$ cat src/rtl/issue_rr_arbiter_9b.sv
// issue_rr_arbiter_9b: round-robin grant over 9 issue slots, fed by an external rotate-right shifter.
// Optional ISSUE_ARB_ROT_CHECK_EN cross-checks rot_req against an internally computed rotation.
module issue_rr_arbiter_9b #(
   parameter logic [3:0] RST_PTR = 4'd8
) (
   input  logic       clk,
   input  logic       rst_n,
   input  logic [8:0] req_vec,
   input  logic [8:0] rot_req,
   output logic [3:0] rot_amt,
   output logic       grant_valid,
   input  logic       grant_ready,
   output logic [3:0] grant_idx,
   output logic [8:0] grant_onehot,
   output logic       rot_err
);
   typedef enum logic {IDLE, HOLD} state_t;
   state_t     state_q;
   logic [3:0] ptr_q, idx_q, k, idx_d;
   logic [8:0] onehot_q, eff_req;
   logic [4:0] sum;
   logic       valid_q, err_q, err_d;

   assign rot_amt = (ptr_q == 4'd8) ? 4'd0 : ptr_q + 4'd1;

`ifdef ISSUE_ARB_ROT_CHECK_EN
   logic [17:0] dbl;
   // The internal rotation is always used: it equals rot_req whenever the shifter is healthy.
   assign dbl     = {req_vec, req_vec} >> rot_amt;
   assign eff_req = dbl[8:0];
   assign err_d   = err_q | (eff_req != rot_req);
`else
   logic unused_req;
   assign unused_req = ^req_vec;
   assign eff_req    = rot_req;
   assign err_d      = 1'b0;
`endif

   always_comb begin
      k = 4'd0;
      for (int i = 8; i >= 0; i--) if (eff_req[i]) k = 4'(i);
   end

   // 5-bit sum so k=8, rot_amt=8 does not wrap before the mod-9 correction.
   assign sum   = {1'b0, k} + {1'b0, rot_amt};
   assign idx_d = (sum > 5'd8) ? 4'(sum - 5'd9) : sum[3:0];

   always_ff @(posedge clk or negedge rst_n) begin
      if (!rst_n) begin
         state_q  <= IDLE;
         ptr_q    <= RST_PTR;
         idx_q    <= 4'd0;
         onehot_q <= 9'd0;
         valid_q  <= 1'b0;
         err_q    <= 1'b0;
      end else begin
         err_q <= err_d;
         if (state_q == IDLE) begin
            if (|eff_req) begin
               idx_q    <= idx_d;
               onehot_q <= 9'd1 << idx_d;
               valid_q  <= 1'b1;
               state_q  <= HOLD;
            end
         end else if (grant_ready) begin
            ptr_q   <= idx_q;
            valid_q <= 1'b0;
            state_q <= IDLE;
         end
      end
   end

   assign grant_valid  = valid_q;
   assign grant_idx    = idx_q;
   assign grant_onehot = onehot_q;
   assign rot_err      = err_q;
endmodule

$ cat config.mk
export PLATFORM = sky130hd
export DESIGN_NAME = issue_rr_arbiter_9b
export DESIGN_NICKNAME = d
export VERILOG_FILES = /design/src/rtl/issue_rr_arbiter_9b.sv
export SDC_FILE = /design/constraint.sdc
export NUM_CORES = 1
export LEC_CHECK = 0
export BUFFER_PORTS_ARGS = -buffer_cell sky130_fd_sc_hd__buf_4
export CAP_MARGIN = 20
export CORE_MARGIN = 5
export CORE_UTILIZATION = 40
export CTS_CLUSTER_DIAMETER = 40
export DETAILED_ROUTE_END_ITERATION = 8
export PLACE_DENSITY = 0.66
export SLEW_MARGIN = 5
export SYNTH_ARGS = -nofsm -noshare
export SYNTH_HDL_FRONTEND = slang
export SYNTH_SLANG_ARGS = --single-unit
$ cat constraint.sdc
create_clock -name clk -period 2.7 [get_ports clk]
set_input_delay 0.54 -clock clk [delete_from_list [all_inputs] [get_ports clk]]
set_output_delay 0.54 -clock clk [all_outputs]
set_load 0.02 [all_outputs]
### Word level (Yosys, flattened, before mapping)

Cells that the tools add are included.

| storage, ports and cells | value |
|---|---|
| input bits | 21 |
| output and inout port bits | 19 |
| logic and storage cells | 35 |
| register bits after elaboration | 19 |

| cells by class | value |
|---|---|
| eq/ne operators | 2 |
| shift operators | 1 |
| reductions and logical operators | 5 |
| muxes and demuxes | 17 |
| add/subtract/negate cells | 3 |
| $lt $le $gt $ge | 1 |
| bitwise gates (word level) | 1 |

Operators with widths:

| kind | number |
|---|---|
| 4-bit 2-to-1 mux | 11 |
| 9-bit OR reduction | 1 |
| 1-bit by 4-bit << shifter with 9-bit output (first input constant) | 1 |
| 1-bit 2-to-1 mux | 6 |
| 2-bit AND reduction | 3 |
| 4-bit by 4-bit adder with 5-bit output | 1 |
| 5-bit by 4-bit greater-than comparator with 1-bit output (second input constant) | 1 |
| 4-bit by 1-bit adder with 4-bit output (second input constant) | 1 |
| 4-bit == test (second input constant) | 1 |
| 4-bit subtractor (second input constant) | 1 |
| 2-bit != test (second input constant) | 1 |
| 2-bit nonzero test | 1 |
| 1-bit NOT | 1 |

### Depth between registers and ports, before layout

| logic depth | value |
|---|---|
| depth after elaboration | 13 |
| gate-level depth with buffers | 15 |
| mapped depth without buffers | 15 |

### Worst setup path before layout

Ideal clock, no wire load.

| timing path | value |
|---|---|
| kind | flip-flop to flip-flop |
| start point | reg ptr_q[0] |
| end point | reg onehot_q[5], in the netlist grant_onehot[5] |
| cell stages (with the launch flop) | 13 |
| setup slack | -345 ps |
| path buffers | 0 |
| setup time | 76 ps |
| arrival | 2968 ps |
| required time | 2624 ps |
| period minus slack after synthesis | 3045 ps |
| cell sequence | dfrtp_1 inv_1 ha_1 a31oi_1 ha_1 fa_1 inv_1 ha_1 nand3b_1 or3_1 nor3b_2 nand2b_4 o21ai_1 |

| between the ends | value |
|---|---|
| word-level cells in the longest chain between the ends | 6 |
| elaborated cells between the ends (all ways) | 8 |
| those cells by class | add/sub: 3; order compare: 1; eq/ne: 1; shift: 1; mux: 2 |

RTL lines:

| item | line | text |
|---|---|---|
| from (decl) | 19 | `logic [3:0] ptr_q, idx_q, k, idx_d;` |
| from (signal assigned) | 66 | `ptr_q <= idx_q;` |
| 4-bit by 1-bit adder with 4-bit output or 4-bit == test (tied branches) | 24 | `assign rot_amt = (ptr_q == 4'd8) ? 4'd0 : ptr_q + 4'd1;` |
| 4-bit 2-to-1 mux (*) | 24 |  |
| named net rot_amt[0] | 10 | `output logic [3:0] rot_amt,` |
| 4-bit by 4-bit adder with 5-bit output (*) | 45 | `assign sum = {1'b0, k} + {1'b0, rot_amt};` |
| 4-bit subtractor or 5-bit by 4-bit greater-than comparator with 1-bit output (tied branches) | 46 | `assign idx_d = (sum > 5'd8) ? 4'(sum - 5'd9) : sum[3:0];` |
| 4-bit 2-to-1 mux (*) | 46 |  |
| 1-bit by 4-bit << shifter with 9-bit output (*) | 61 | `onehot_q <= 9'd1 << idx_d;` |
| to (signal assigned) | 61 |  |
| to (decl) | 20 | `logic [8:0] onehot_q, eff_req;` |

The timed path passes the listed nets; every way through them passes the cells marked *.
A chain may end at the register's enable or synchronous reset.

### Final worst setup path

| timing path | value |
|---|---|
| start point | in rot_req[7] |
| end point | reg onehot_q[6], in the netlist grant_onehot[6] |

| between the ends | value |
|---|---|
| word-level cells in the longest chain between the ends | 12 |
| elaborated cells between the ends (all ways) | 15 |
| those cells by class | add/sub: 2; order compare: 1; shift: 1; mux: 9; reduce/logical: 2 |

RTL lines:

| item | line | text |
|---|---|---|
| from (decl) | 9 | `input logic [8:0] rot_req,` |
| 4-bit 2-to-1 mux (8 in series) | 41 | `for (int i = 8; i >= 0; i--) if (eff_req[i]) k = 4'(i);` |
| 4-bit by 4-bit adder with 5-bit output | 45 |  |
| 4-bit subtractor or 5-bit by 4-bit greater-than comparator with 1-bit output (tied branches) | 46 |  |
| 4-bit 2-to-1 mux | 46 |  |
| 1-bit by 4-bit << shifter with 9-bit output | 61 |  |

Parallel ways exist; a longest one is shown, timed or not.

==> summary.md <==
| Metric | Value |
|---|---|
| Outcome | finished with violations |
| Failing checks | negative setup slack |
| Max clock buf depth | 2 |
| Worst Path Required | 2.93 ns |
| Final Power | 3.179 mW |
| Nets | 243 |
| Fin crit share | 102.3% |
| Top-area cell type share of the netlist area | 32.79% |
| Internal power | 1.694 mW |
| RSZ-0062 raised after global routing | yes |
| CTS sink cnt | 19 |
| Root Buffer | clkbuf_4 |
| Biggest area consumer among synthesized cells | dfrtp_1 |
| Slew Viols, Final | 0 |
| Reg2reg start | ptr_q[1]$_DFFE_PN0P_ |
| CP max FO | 5 |
| Hold_buf cts | 0 |
| Buffers on Ports | 29 |
| Fmax | 361.9 MHz |
| Initial drt markers | 48 |
| Pre-antenna DRT Iters | 4 |
| Net Sw Frac | 46.72% |
| Vias in the first global route | 1311 |
| R2R cell count | 12 |
| GR Overflow Total | 0 |
| Peak supply drop | 0.9216 mV |
| Clk slew on worst S/H paths | 0.11 ns |
| Post-synth ARST share | 100.0% |
| Worst path bufs/invs | 3 |
| P per Cell Area | 1548 mW/mm² |
| Worst-Skew Late Latency | 0.29 ns |
| Die area | 0.004707 mm² |
| Vias per inst | 5.155 |
| Clock power share | 4.4% |
| Kind of critical path | input port to flop |
| P&R area growth vs syn | 49.45% |
| CTS tree | yes |
| Arrival time worst endpoint | 3.00 ns |
| Post-Route WL | 3588 µm |
| Synth Flop Type | dfrtp_1 |
| Final hold vios | 0 |
| Starting density of the core | 41.17% |
| Register area share after synthesis | 34.70% |
| Antenna cell count | 0 |
| Layout cells sized above 1 | 51.42% |
| Synthesized area | 0.001374 mm² |
| # IOs | 40 |
| Net switching power | 1.485 mW |
| First-pass GRT wire length | 5837 µm |
| CORE AREA | 0.003337 mm² |
| Worst clock skew | 0.01028 ns |
| Critical path launch point type | input port |
| Avg Inst Size Synth | 9.038 µm² |
| Fin Setup TNS | -0.3425 ns |
| Max cap viols | 0 |
| Most frequent CP cell | nor3_1 |
| Delay-heaviest family, CP | simple AND/OR/NAND/NOR gates |
| Slowest stage cell, crit path | fa_2 |
| Post-DP Area | 0.001908 mm² |
| Antenna Nets Post-Route | 0 |
| EDFF count, synth | 0 |
| Detailed placement HPWL | 2860 µm |
| Row cnt | 21 |
| Final setup viols | 10 |
| Final Wtd Congestion | 0.8716 |
| R2r setup slk | -0.02 ns |
| Netlist cell types | 48 |
| Total number of vias | 1330 |
| Synth top area cells | dfrtp_1 (33%), ha_1 (7.3%), nand2_1 (6.6%), o21ai_1 (3.3%), mux2_2 (3.3%) |
| Total Routing Usage GR | 16.34% |
| Sequential Power Share | 14.3% |
| CTS Buf Count | 3 |
| FF-to-FF End | grant_onehot[6]$_DFFE_PN0P_ |
| Ys Warns | 0 |
| Syn Nets | 182 |
| Final hold slack | 0.09964 ns |
| Delay of the slowest critical-path stage | 0.61 ns |
| # H-tree levels | 1 |
| Pre-CTS WS | -0.4578 ns |
| Largest net degree at the start of global routing | 20 |
| Mapped Cells | 152 |
| Seq cells post-synth | 19 |
| Leak | 0.9778 nW |
| Critical-path cell list | buf_6 -> buf_4 -> nor2_1 -> nor3_1 -> nor3_1 -> nor3_2 -> fa_2 -> inv_4 -> ha_4 -> nand3b_1 -> or3_1 -> nor3b_4 -> nand2b_4 -> o21ai_2 |
| Routed len/inst | 13.91 µm |
| Drt drc | 0 |
| Die Y | 68.61 µm |
| Comb power frac | 81.4% |
| Design area | 0.002053 mm² |
| Setup ws final | -0.06309 ns |
| Initial antenna violation count | 0 |
| Chip width | 68.61 µm |
| Min Tclk post-route | 2.763 ns |
| Hold Path Class | input port to async pin |
| Critical path endpoint category | flop |
==> placed cells by master, fill, tap and decap left out, drive strengths merged, types with 2 or more instances in the layout <==
cell    count
clkbuf      3
nand2      25
nor2       10
nor3        6
mux2        4
nand3       4
nand4       2
a31oi       4
buf        60
ha          8
nor4        2
nand2b      3
a21o        3
o21ai      15
and3        2
inv         9
dfrtp      18
o211ai      2
xnor2       2
a21oi      10
==> what timing repair did <==
item                                    in CTS  in global routing
endpoints found under the setup margin      11                 12
buffers inserted                             2                  1
hold endpoints to repair                     0                  0
gates resized for setup                     12                 10
pin swaps                                    2                  4
==> sequential cells by signal (all words and copies together) (netlist names) <==
register and flops:
grant_idx 4, state_q 1, ptr_q 4, grant_onehot 9, grant_valid 1
==> logic make-up (layout without fill, tap and decap cells) <==
| family | count (synthesis) | count (layout) | synth area share, % |
|---|---|---|---|
| adders and majority gates | 9 | 9 | 8.744 |
| other | 1 | 1 | 0.2730 |
| muxes | 4 | 4 | 3.278 |
| and+or+nand+nor | 59 | 59 | 21.40 |
| xor gates and xnor gates | 4 | 4 | 4.645 |
| buffers and inverters | 13 | 73 | 4.554 |
| DFF | 19 | 19 | 34.70 |
| AOI/OAI and AO/OA | 43 | 43 | 22.40 |
==> power by group through the flow <==
stage	Combinational (mW)	Clock [mW]	Sequential (mW)
global route	2.81	0.158	0.464
CTS	2.48	0.144	0.455
floorplan	1.42	0	0.519
detailed placement	2.31	0	0.458
global placement	2.26	0	0.451
finish	2.59	0.139	0.453
==> per-stage QoR <==
stage	std cells	util, %
after floorplan	152	-
after global placement	251	57.18
after detailed placement	251	57.18
after CTS	257	60.03
after global routing	258	61.53
final	258	61.53
==> worst max path at each step <==
stage,start,end,slack [ns],cells after the start
4_1_cts,ptr_q[1]$_DFFE_PN0P_,grant_onehot[4]$_DFFE_PN0P_,-0.05,12
3_5_place_dp,rot_req[6],grant_onehot[4]$_DFFE_PN0P_,-0.46,14
6_report,rot_req[7],grant_onehot[6]$_DFFE_PN0P_,-0.06,14
2_1_floorplan,rot_req[7],grant_onehot[4]$_DFFE_PN0P_,-0.13,13
5_1_grt,ptr_q[1]$_DFFE_PN0P_,grant_onehot[2]$_DFFE_PN0P_,-0.18,12
3_3_place_gp,rot_req[6],grant_onehot[5]$_DFFE_PN0P_,-0.38,14
==> cells in the mapped netlist, types with 3 or more instances <==
| master | number |
|---|---|
| inv_1 | 8 |
| a31oi_1 | 4 |
| nand3_1 | 4 |
| nor2_1 | 10 |
| o21ai_1 | 9 |
| ha_1 | 8 |
| nand2_1 | 24 |
| o21ai_0 | 4 |
| a21o_1 | 3 |
| dfrtp_1 | 18 |
| mux2_2 | 4 |
| nor3_1 | 6 |
| a21oi_1 | 8 |
==> final cells by class <==
| type | count | area [µm²] |
|---|---|---|
| timing repair buffer | 60 | 470.5 |
| clock buffer | 3 | 22.52 |
| sequential | 19 | 476.7 |
| fill | 292 | 1284 |
| inverter | 9 | 41.29 |
| multi-input combinational | 120 | 979.7 |
| clock inverter | 1 | 5.005 |
| tap | 46 | 57.56 |
==> per-layer routing <==
layer | GRT usage, % | wire length [µm] | vias up
met3 | 1.459 | 87 | 5
li1 | - | - | 660
met4 | 3.722 | 33 | 0
met5 | 0 | 0 | -
met1 | 20.42 | 1516 | 651
met2 | 30.04 | 1951 | 14
No activity file was read; power rests on OpenSTA's default activity.
